File: config.mk
export PLATFORM = sky130hd
export DESIGN_NAME = mult_div_unit
export DESIGN_NICKNAME = d
export VERILOG_FILES = /design/src/rtl/mult_div_unit.sv
export SDC_FILE = /design/constraint.sdc
export NUM_CORES = 1
export LEC_CHECK = 0
export ABC_AREA = 1
export CAP_MARGIN = 15
export CELL_PAD_IN_SITES_DETAIL_PLACEMENT = 0
export CELL_PAD_IN_SITES_GLOBAL_PLACEMENT = 2
export CORE_MARGIN = 2
export CORE_UTILIZATION = 35
export CTS_CLUSTER_DIAMETER = 120
export CTS_CLUSTER_SIZE = 30
export DETAILED_ROUTE_END_ITERATION = 10
export PLACE_DENSITY = 0.92
export SLEW_MARGIN = 20
export SYNTH_ARGS = -nofsm -noshare
export SYNTH_HDL_FRONTEND = slang
export SYNTH_SLANG_ARGS = --single-unit
export TNS_END_PERCENT = 10
File: constraint.sdc
create_clock -name clk -period 3.9 [get_ports clk]
set_clock_uncertainty 0.1 [all_clocks]
set_input_delay 0.39 -clock clk [delete_from_list [all_inputs] [get_ports clk]]
set_output_delay 0.39 -clock clk [all_outputs]
set_load 0.1 [all_outputs]
File: src/rtl/mult_div_unit.sv
// Iterative signed/unsigned multiply and restoring divide producing a HI/LO pair.
// One operation per start pulse; results and handshake outputs are registered.
module mult_div_unit #(
  parameter int unsigned WIDTH = 32
) (
  input  logic             clk,
  input  logic             reset,
  input  logic             start,
  input  logic [1:0]       op,
  input  logic [WIDTH-1:0] a,
  input  logic [WIDTH-1:0] b,
  output logic             busy,
  output logic             done,
  output logic             div_zero,
  output logic [WIDTH-1:0] hi,
  output logic [WIDTH-1:0] lo
);

  localparam int unsigned CntW = $clog2(WIDTH);

  typedef enum logic [1:0] {StIdle, StCalc, StFix, StDone} state_e;

  state_e             state_q, state_d;
  logic [CntW-1:0]    cnt_q;
  logic               is_div_q;
  logic               neg_q_q;
  logic               neg_r_q;
  logic               dz_flag_q;
  logic [WIDTH-1:0]   opnd_q;
  logic [2*WIDTH-1:0] acc_q;
  logic [WIDTH-1:0]   rem_q;
  logic [2*WIDTH-1:0] res_q;
  logic               busy_q, done_q, div_zero_q;
  logic [WIDTH-1:0]   hi_q, lo_q;

  logic               signed_op;
  logic [WIDTH-1:0]   mag_a, mag_b;
  logic               accept;
  logic [WIDTH:0]     mul_sum;
  logic [WIDTH:0]     rem_shift;
  logic [WIDTH:0]     rem_diff;
  logic               q_bit;
  logic [2*WIDTH-1:0] fix_res;
  logic [WIDTH-1:0]   quo, rem;

  assign signed_op = ~op[0];
  assign mag_a     = (signed_op && a[WIDTH-1]) ? -a : a;
  assign mag_b     = (signed_op && b[WIDTH-1]) ? -b : b;
  assign accept    = (state_q == StIdle) && start;

  // Multiply: add the multiplicand into the upper half, then shift the pair right.
  assign mul_sum   = {1'b0, acc_q[2*WIDTH-1:WIDTH]} + (acc_q[0] ? {1'b0, opnd_q} : '0);

  // Divide: W+1-bit trial remainder; the top bit of the difference is the borrow.
  assign rem_shift = {rem_q, acc_q[WIDTH-1]};
  assign rem_diff  = rem_shift - {1'b0, opnd_q};
  assign q_bit     = ~rem_diff[WIDTH];

  assign quo = acc_q[WIDTH-1:0];
  assign rem = rem_q;

  always_comb begin
    fix_res = '0;
    if (is_div_q) begin
      fix_res[WIDTH-1:0]       = neg_q_q ? -quo : quo;
      fix_res[2*WIDTH-1:WIDTH] = neg_r_q ? -rem : rem;
    end else begin
      fix_res = neg_q_q ? -acc_q : acc_q;
    end
  end

  always_comb begin
    state_d = state_q;
    case (state_q)
      StIdle: if (start) state_d = (op[1] && (b == '0)) ? StDone : StCalc;
      StCalc: if (cnt_q == '0) state_d = StFix;
      StFix:  state_d = StDone;
      StDone: state_d = StIdle;
      default: state_d = StIdle;
    endcase
  end

  always_ff @(posedge clk) begin
    if (reset) begin
      state_q    <= StIdle;
      cnt_q      <= '0;
      is_div_q   <= 1'b0;
      neg_q_q    <= 1'b0;
      neg_r_q    <= 1'b0;
      dz_flag_q  <= 1'b0;
      opnd_q     <= '0;
      acc_q      <= '0;
      rem_q      <= '0;
      res_q      <= '0;
      busy_q     <= 1'b0;
      done_q     <= 1'b0;
      div_zero_q <= 1'b0;
      hi_q       <= '0;
      lo_q       <= '0;
    end else begin
      state_q <= state_d;

      if (accept) begin
        is_div_q  <= op[1];
        neg_q_q   <= signed_op & (a[WIDTH-1] ^ b[WIDTH-1]);
        neg_r_q   <= signed_op & a[WIDTH-1];
        dz_flag_q <= op[1] & (b == '0);
        opnd_q    <= op[1] ? mag_b : mag_a;
        acc_q     <= {{WIDTH{1'b0}}, (op[1] ? mag_a : mag_b)};
        rem_q     <= '0;
        cnt_q     <= CntW'(WIDTH - 1);
      end

      if (state_q == StCalc) begin
        cnt_q <= cnt_q - 1'b1;
        if (is_div_q) begin
          rem_q            <= q_bit ? rem_diff[WIDTH-1:0] : rem_shift[WIDTH-1:0];
          acc_q[WIDTH-1:0] <= {acc_q[WIDTH-2:0], q_bit};
        end else begin
          acc_q <= {mul_sum, acc_q[WIDTH-1:1]};
        end
      end

      if (state_q == StFix) res_q <= fix_res;

      // Handshake outputs trail the FSM by one edge so they come straight from flops.
      busy_q     <= (state_q == StCalc) || (state_q == StFix);
      done_q     <= (state_q == StDone);
      div_zero_q <= (state_q == StDone) && dz_flag_q;
      if ((state_q == StDone) && !dz_flag_q) begin
        hi_q <= res_q[2*WIDTH-1:WIDTH];
        lo_q <= res_q[WIDTH-1:0];
      end
    end
  end

  assign busy     = busy_q;
  assign done     = done_q;
  assign div_zero = div_zero_q;
  assign hi       = hi_q;
  assign lo       = lo_q;

endmodule

Word-level counts from Yosys, hierarchy flattened
Cells that the tools add are included.
W data, S select, Z words.
{"block": "word_totals", "ramBits": 0, "ff_bits": 270, "mem_bits_ro": 0, "n_memories": 0, "latch_bits": 0, "output_inout_bits": 67, "input_bits": 69}
{"block": "op_classes", "n_mul": 0, "reduce_logical": 13, "addsub": 8, "bitwise_logic": 6, "order_cmp": 0, "eq_ne": 5, "muxes": 23, "div_mod_pow": 0, "shift": 0}
{"cell": "$mux W32", "count": 13}
{"cell": "$mux W64", "count": 4}
{"cell": "$neg A32 Y32", "count": 4}
{"cell": "$neg A64 Y64", "count": 1}
{"cell": "$add A32 B32 Y33", "count": 1}
{"cell": "$sub A33 B32 Y33", "count": 1}
{"cell": "$logic_not A32 Y1", "count": 1}
{"cell": "$mux W5", "count": 2}
{"cell": "$pmux W2 S4", "count": 1}
{"cell": "$logic_and A1 B1 Y1", "count": 6}
{"cell": "$mux W2", "count": 3}
{"cell": "$logic_not A5 Y1", "count": 1}
{"cell": "$sub A5 B1 Y5 const B", "count": 1}
{"cell": "$eq A2 B2 Y1 const B", "count": 2}
{"cell": "$ne A2 B2 Y1 const B", "count": 2}
{"cell": "$and A1 B1 Y1", "count": 3}
{"cell": "$eq A2 B1 Y1 const B", "count": 1}
{"cell": "$logic_not A2 Y1", "count": 1}
{"cell": "$not A1 Y1", "count": 2}
{"cell": "$reduce_and A2 Y1", "count": 1}
{"cell": "$reduce_bool A2 Y1", "count": 1}
{"cell": "$logic_not A1 Y1", "count": 1}
{"cell": "$logic_or A1 B1 Y1", "count": 1}
{"cell": "$xor A1 B1 Y1", "count": 1}

Longest topological paths before layout
{"block": "depth", "depth_word": 7, "depth_mapped": 19}

Least setup slack after synthesis
OpenSTA, ideal clock, no wires.
{"block": "synth_timing", "path_kind": "register -> register", "startpoint": "register acc_q[31]", "endpoint": "register rem_q[4], in the netlist rem[4]", "path_stages_with_launch": 19, "arrival_ns": 2.130, "setup_slack_ns": 1.537, "period_less_slack_ns": 2.363, "setup_time_ns": 0.132, "required_time_ns": 3.668, "path_cell_list": "dfxtp_1 -> inv_1 -> ha_1 -> fa_1 -> inv_1 -> nand2_1 -> nand2_1 -> nand3_1 -> nand2_2 -> nand2_1 -> nand2_2 -> nand2_2 -> nand2_2 -> nand2_2 -> nand2_4 -> buf_6 -> nand2_1 -> nand3_1 -> a21oi_1"}
{"block": "synth_between", "elab_chain_cells": 4}
{"item": "start: declaration", "line_no": "30", "source": "logic [2*WIDTH-1:0] acc_q;"}
{"item": "start signal: assignment", "line_no": "109", "source": "acc_q <= {{WIDTH{1'b0}}, (op[1] ? mag_a : mag_b)};"}
{"item": "start signal: indexed assignment", "line_no": "118", "source": "acc_q[WIDTH-1:0] <= {acc_q[WIDTH-2:0], q_bit};"}
{"item": "start signal: assignment", "line_no": "120", "source": "acc_q <= {mul_sum, acc_q[WIDTH-1:1]};"}
{"item": "$sub A33 B32 Y33", "line_no": "56", "source": "assign rem_diff = rem_shift - {1'b0, opnd_q};"}
{"item": "$mux W32", "line_no": "117", "source": "rem_q <= q_bit ? rem_diff[WIDTH-1:0] : rem_shift[WIDTH-1:0];"}
{"item": "$mux W32", "line_no": "116", "source": "if (is_div_q) begin"}
{"item": "$mux W32", "line_no": "114", "source": "if (state_q == StCalc) begin"}
{"item": "end signal: assignment", "line_no": "117"}
{"item": "end: declaration", "line_no": "31", "source": "logic [WIDTH-1:0] rem_q;"}
No other way between the ends.
A chain may end at the register's enable or synchronous reset.

Worst setup path in the final report
Ends and elaborated chain as after synthesis.

==> results.md <==
* Relative slew slack at 0.328
* DRC errors left at 0
* Post-CTS Resized at 0
* Fin util at 0.397
* CTS clk-pin slew, worst paths at 0.13 ns
* Io pins at 136
* Critical path cell sequence: inv_1 -> ha_1 -> fa_1 -> inv_1 -> nand2_1 -> nand2_1 -> nand3_1 -> nand2_2 -> nand2_1 -> nand2_2 -> nand2_2 -> nand2_2 -> nand2_2 -> nand2_4 -> nand2_1 -> nand3_1 -> a21oi_1
* Post-CTS Setup Inserts at 0
* CP max-delay cell: dfxtp_1
* Max VDD drop at 563 µV
* Crit path top cell by count: nand2_2
* Post-layout net count at 3,794
* Pwr/cell area at 555 mW/mm²
* First-pass DRT Iterations at 5
* Critical Path Max Stage Delay at 0.51 ns
* Switching share of power at 0.534
* Sequential share of the synthesized area at 0.259
* Fmax at 0.334 GHz
* Part of the power in combinational logic at 0.563
* GPL Wtd Cong at 0.976
* RSZ-0062 raised after global routing: false
* Area Overhead vs Synth at 12.2%
* Leakage at 11.8 nW
* Die Height at 248 µm
* Vias post-DR at 22,800
* # rows at 89
* Worst Slack Setup Final at 0.902 ns
* Setup TNS at 0 ns
* Crit path kind: reg -> reg
* Hold buffers post-CTS at 0
* Total CTS buffers at 14
* Layout cells sized above 1 at 0.0359
* Final setup violation count at 0
* Data required time of the worst path at 4.20 ns
* Net Count, Synth at 3,739
* Final wirelength at 86.1 mm
* Clk Latency, worst-skew pair at 0.56 ns
* Most frequent cells in the layout: nand2_1 (946), inv_1 (520), nor2_1 (455)
* Core box area at 0.0590 mm²
* First-pass GRT wire length at 128 mm
* Hold Vio Cnt, Final at 0
* Total track usage at 0.272
* Post-synth ARST share at 0
* Synth unique cells at 48
* Syn Inst Count at 3,593
* Filler Cells Inserted at 6,659
* Internal power at 6.06 mW
* Pre-CTS setup slack at 0.787 ns
* Crit path capture type: flop
* Die ar. at 0.0616 mm²
* Remaining antenna violation count at 0
* # diodes at 0
* WL/cell at 19.4 µm
* Synthesized flop and latch total at 270
* Hpwl dp at 68.8 mm
* Ys Warns at 0
* Root Driver: clkbuf_16
* GR Overflow Total at 0
* Initial antenna violation count at 0
* Clock Power Share at 0.140
* Fin. max-slew vios at 0
* Worst Tran Pin Value at 1.01 ns
* Hold_ws at 0.285 ns
* Vias in the first global route at 21,000
* Synth Cell Area at 0.0209 mm²
* NetSw at 6.93 mW
* Iter 0 DRT Violations at 1,995
* CTS tree: built
* Initial Util at 0.354
* Maximum level of the CTS H-tree at 1
* Largest net degree at the start of global routing at 96
* Status: finished clean
* Reg power frac at 0.297
* Total of max-cap violations at 0
* Clock Path Buffers at 3
* Die W at 248 µm
* Port Buffers at 135
* Worst Hold Class: in -> reg
* TritonCTS Sinks at 270
* CP Data Arrival Time at 3.30 ns
* Synth Area per Inst at 5.81 µm²
* EDFF count, synth at 0
* Via-to-Cell Ratio at 5.16
* Period utilization at 0.769
* Crit Path Max Fanout at 28
* Most used DFF post-synth: dfxtp_1
* Most common cell after layout, fill and taps aside: nand2_1
* Critical Path Source Type: flop
* Fin crit period at 3.00 ns
==> registers in the layout, indices dropped and copies added, names as in the netlist <==
register / flops
acc_q: 64
busy: 1
cnt_q: 5
div_zero: 1
done: 1
dz_flag_q: 1
hi: 32
is_div_q: 1
lo: 32
neg_q_q: 1
neg_r_q: 1
opnd_q: 32
rem: 32
res_q: 64
state_q: 2
==> cell families (layout without fill, tap and decap cells) <==
family	after synthesis	after routing	share of synthesized area
and+or+nand+nor	1851	1851	0.369
AOI/OAI and AO/OA	651	651	0.172
xor gates and xnor gates	70	70	0.0294
adders and majority gates	77	77	0.0469
DFF	270	270	0.259
buffers and inverters	674	733	0.123
==> through the flow <==
stage | instance area [µm²] | power, mW | instances
after floorplan | 20900 | 8.77 | 3593
after global placement | 23000 | 11.2 | 4405
after detailed placement | 23000 | 11.1 | 4405
after CTS | 23400 | 13.0 | 4425
after global routing | 23400 | 13.9 | 4425
final | 23400 | 13.0 | 4425
==> power groups by stage <==
stage / Combinational (mW) / Sequential, mW / Clock (mW)
3_5_place_dp: 7.23 / 3.91 / 0
5_1_grt: 8.02 / 3.92 / 1.95
3_3_place_gp: 7.26 / 3.91 / 0
6_report: 7.32 / 3.86 / 1.82
4_1_cts: 7.26 / 3.85 / 1.87
2_1_floorplan: 4.19 / 4.58 / 0
==> worst paths after layout <==
path,startpoint,to,slack [ns],depth (start not counted)
min reg2reg,res_q[32],res_q[32],0.38,2
max reg2reg,acc_q[31],rem[4],0.90,17
max,acc_q[31],rem[4],0.90,17
min,reset,rem[27],0.29,2
==> final cells by class <==
type,count,area [µm²],share of cell area
multi-input combinational,2649,12900,0.552
clock buffer,16,389,0.0166
sequential,270,5410,0.231
clock inverter,4,66.3,0.00283
inverter,541,2030,0.0868
tap,773,967,0.0413
timing repair buffer,172,1640,0.0700
==> metal layers <==
layer | track usage | share of wire | vias to the layer above
li1 | - | - | 11600
met1 | 0.396 | 0.48 | 10400
met2 | 0.413 | 0.42 | 688
met3 | 0.0305 | 0.057 | 127
met4 | 0.0991 | 0.039 | 0
met5 | 0 | 0 | -
==> synth_stat cells, types with 28 or more instances <==
cell,count,area share
nand4_1,40,0.012
xor2_1,62,0.026
inv_1,521,0.094
nor3_1,38,0.0091
nand2_1,947,0.17
dfxtp_1,270,0.26
nor2_1,459,0.083
clkbuf_1,102,0.018
o21ai_0,243,0.058
o211ai_1,28,0.010
nand3_1,291,0.070
a21oi_1,262,0.063
ha_1,75,0.045
==> critical path: cells and delay by family, from the launching register on <==
kind                     cells  cell delay (ns)
AO/OA/AOI/OAI                1             0.06
adder cells (fa/ha/maj)      2             0.67
buffers and inverters        2             0.23
flip-flops                   1             0.51
AND/OR/NAND/NOR             12             1.27
Power figures use the tool's default switching activity.
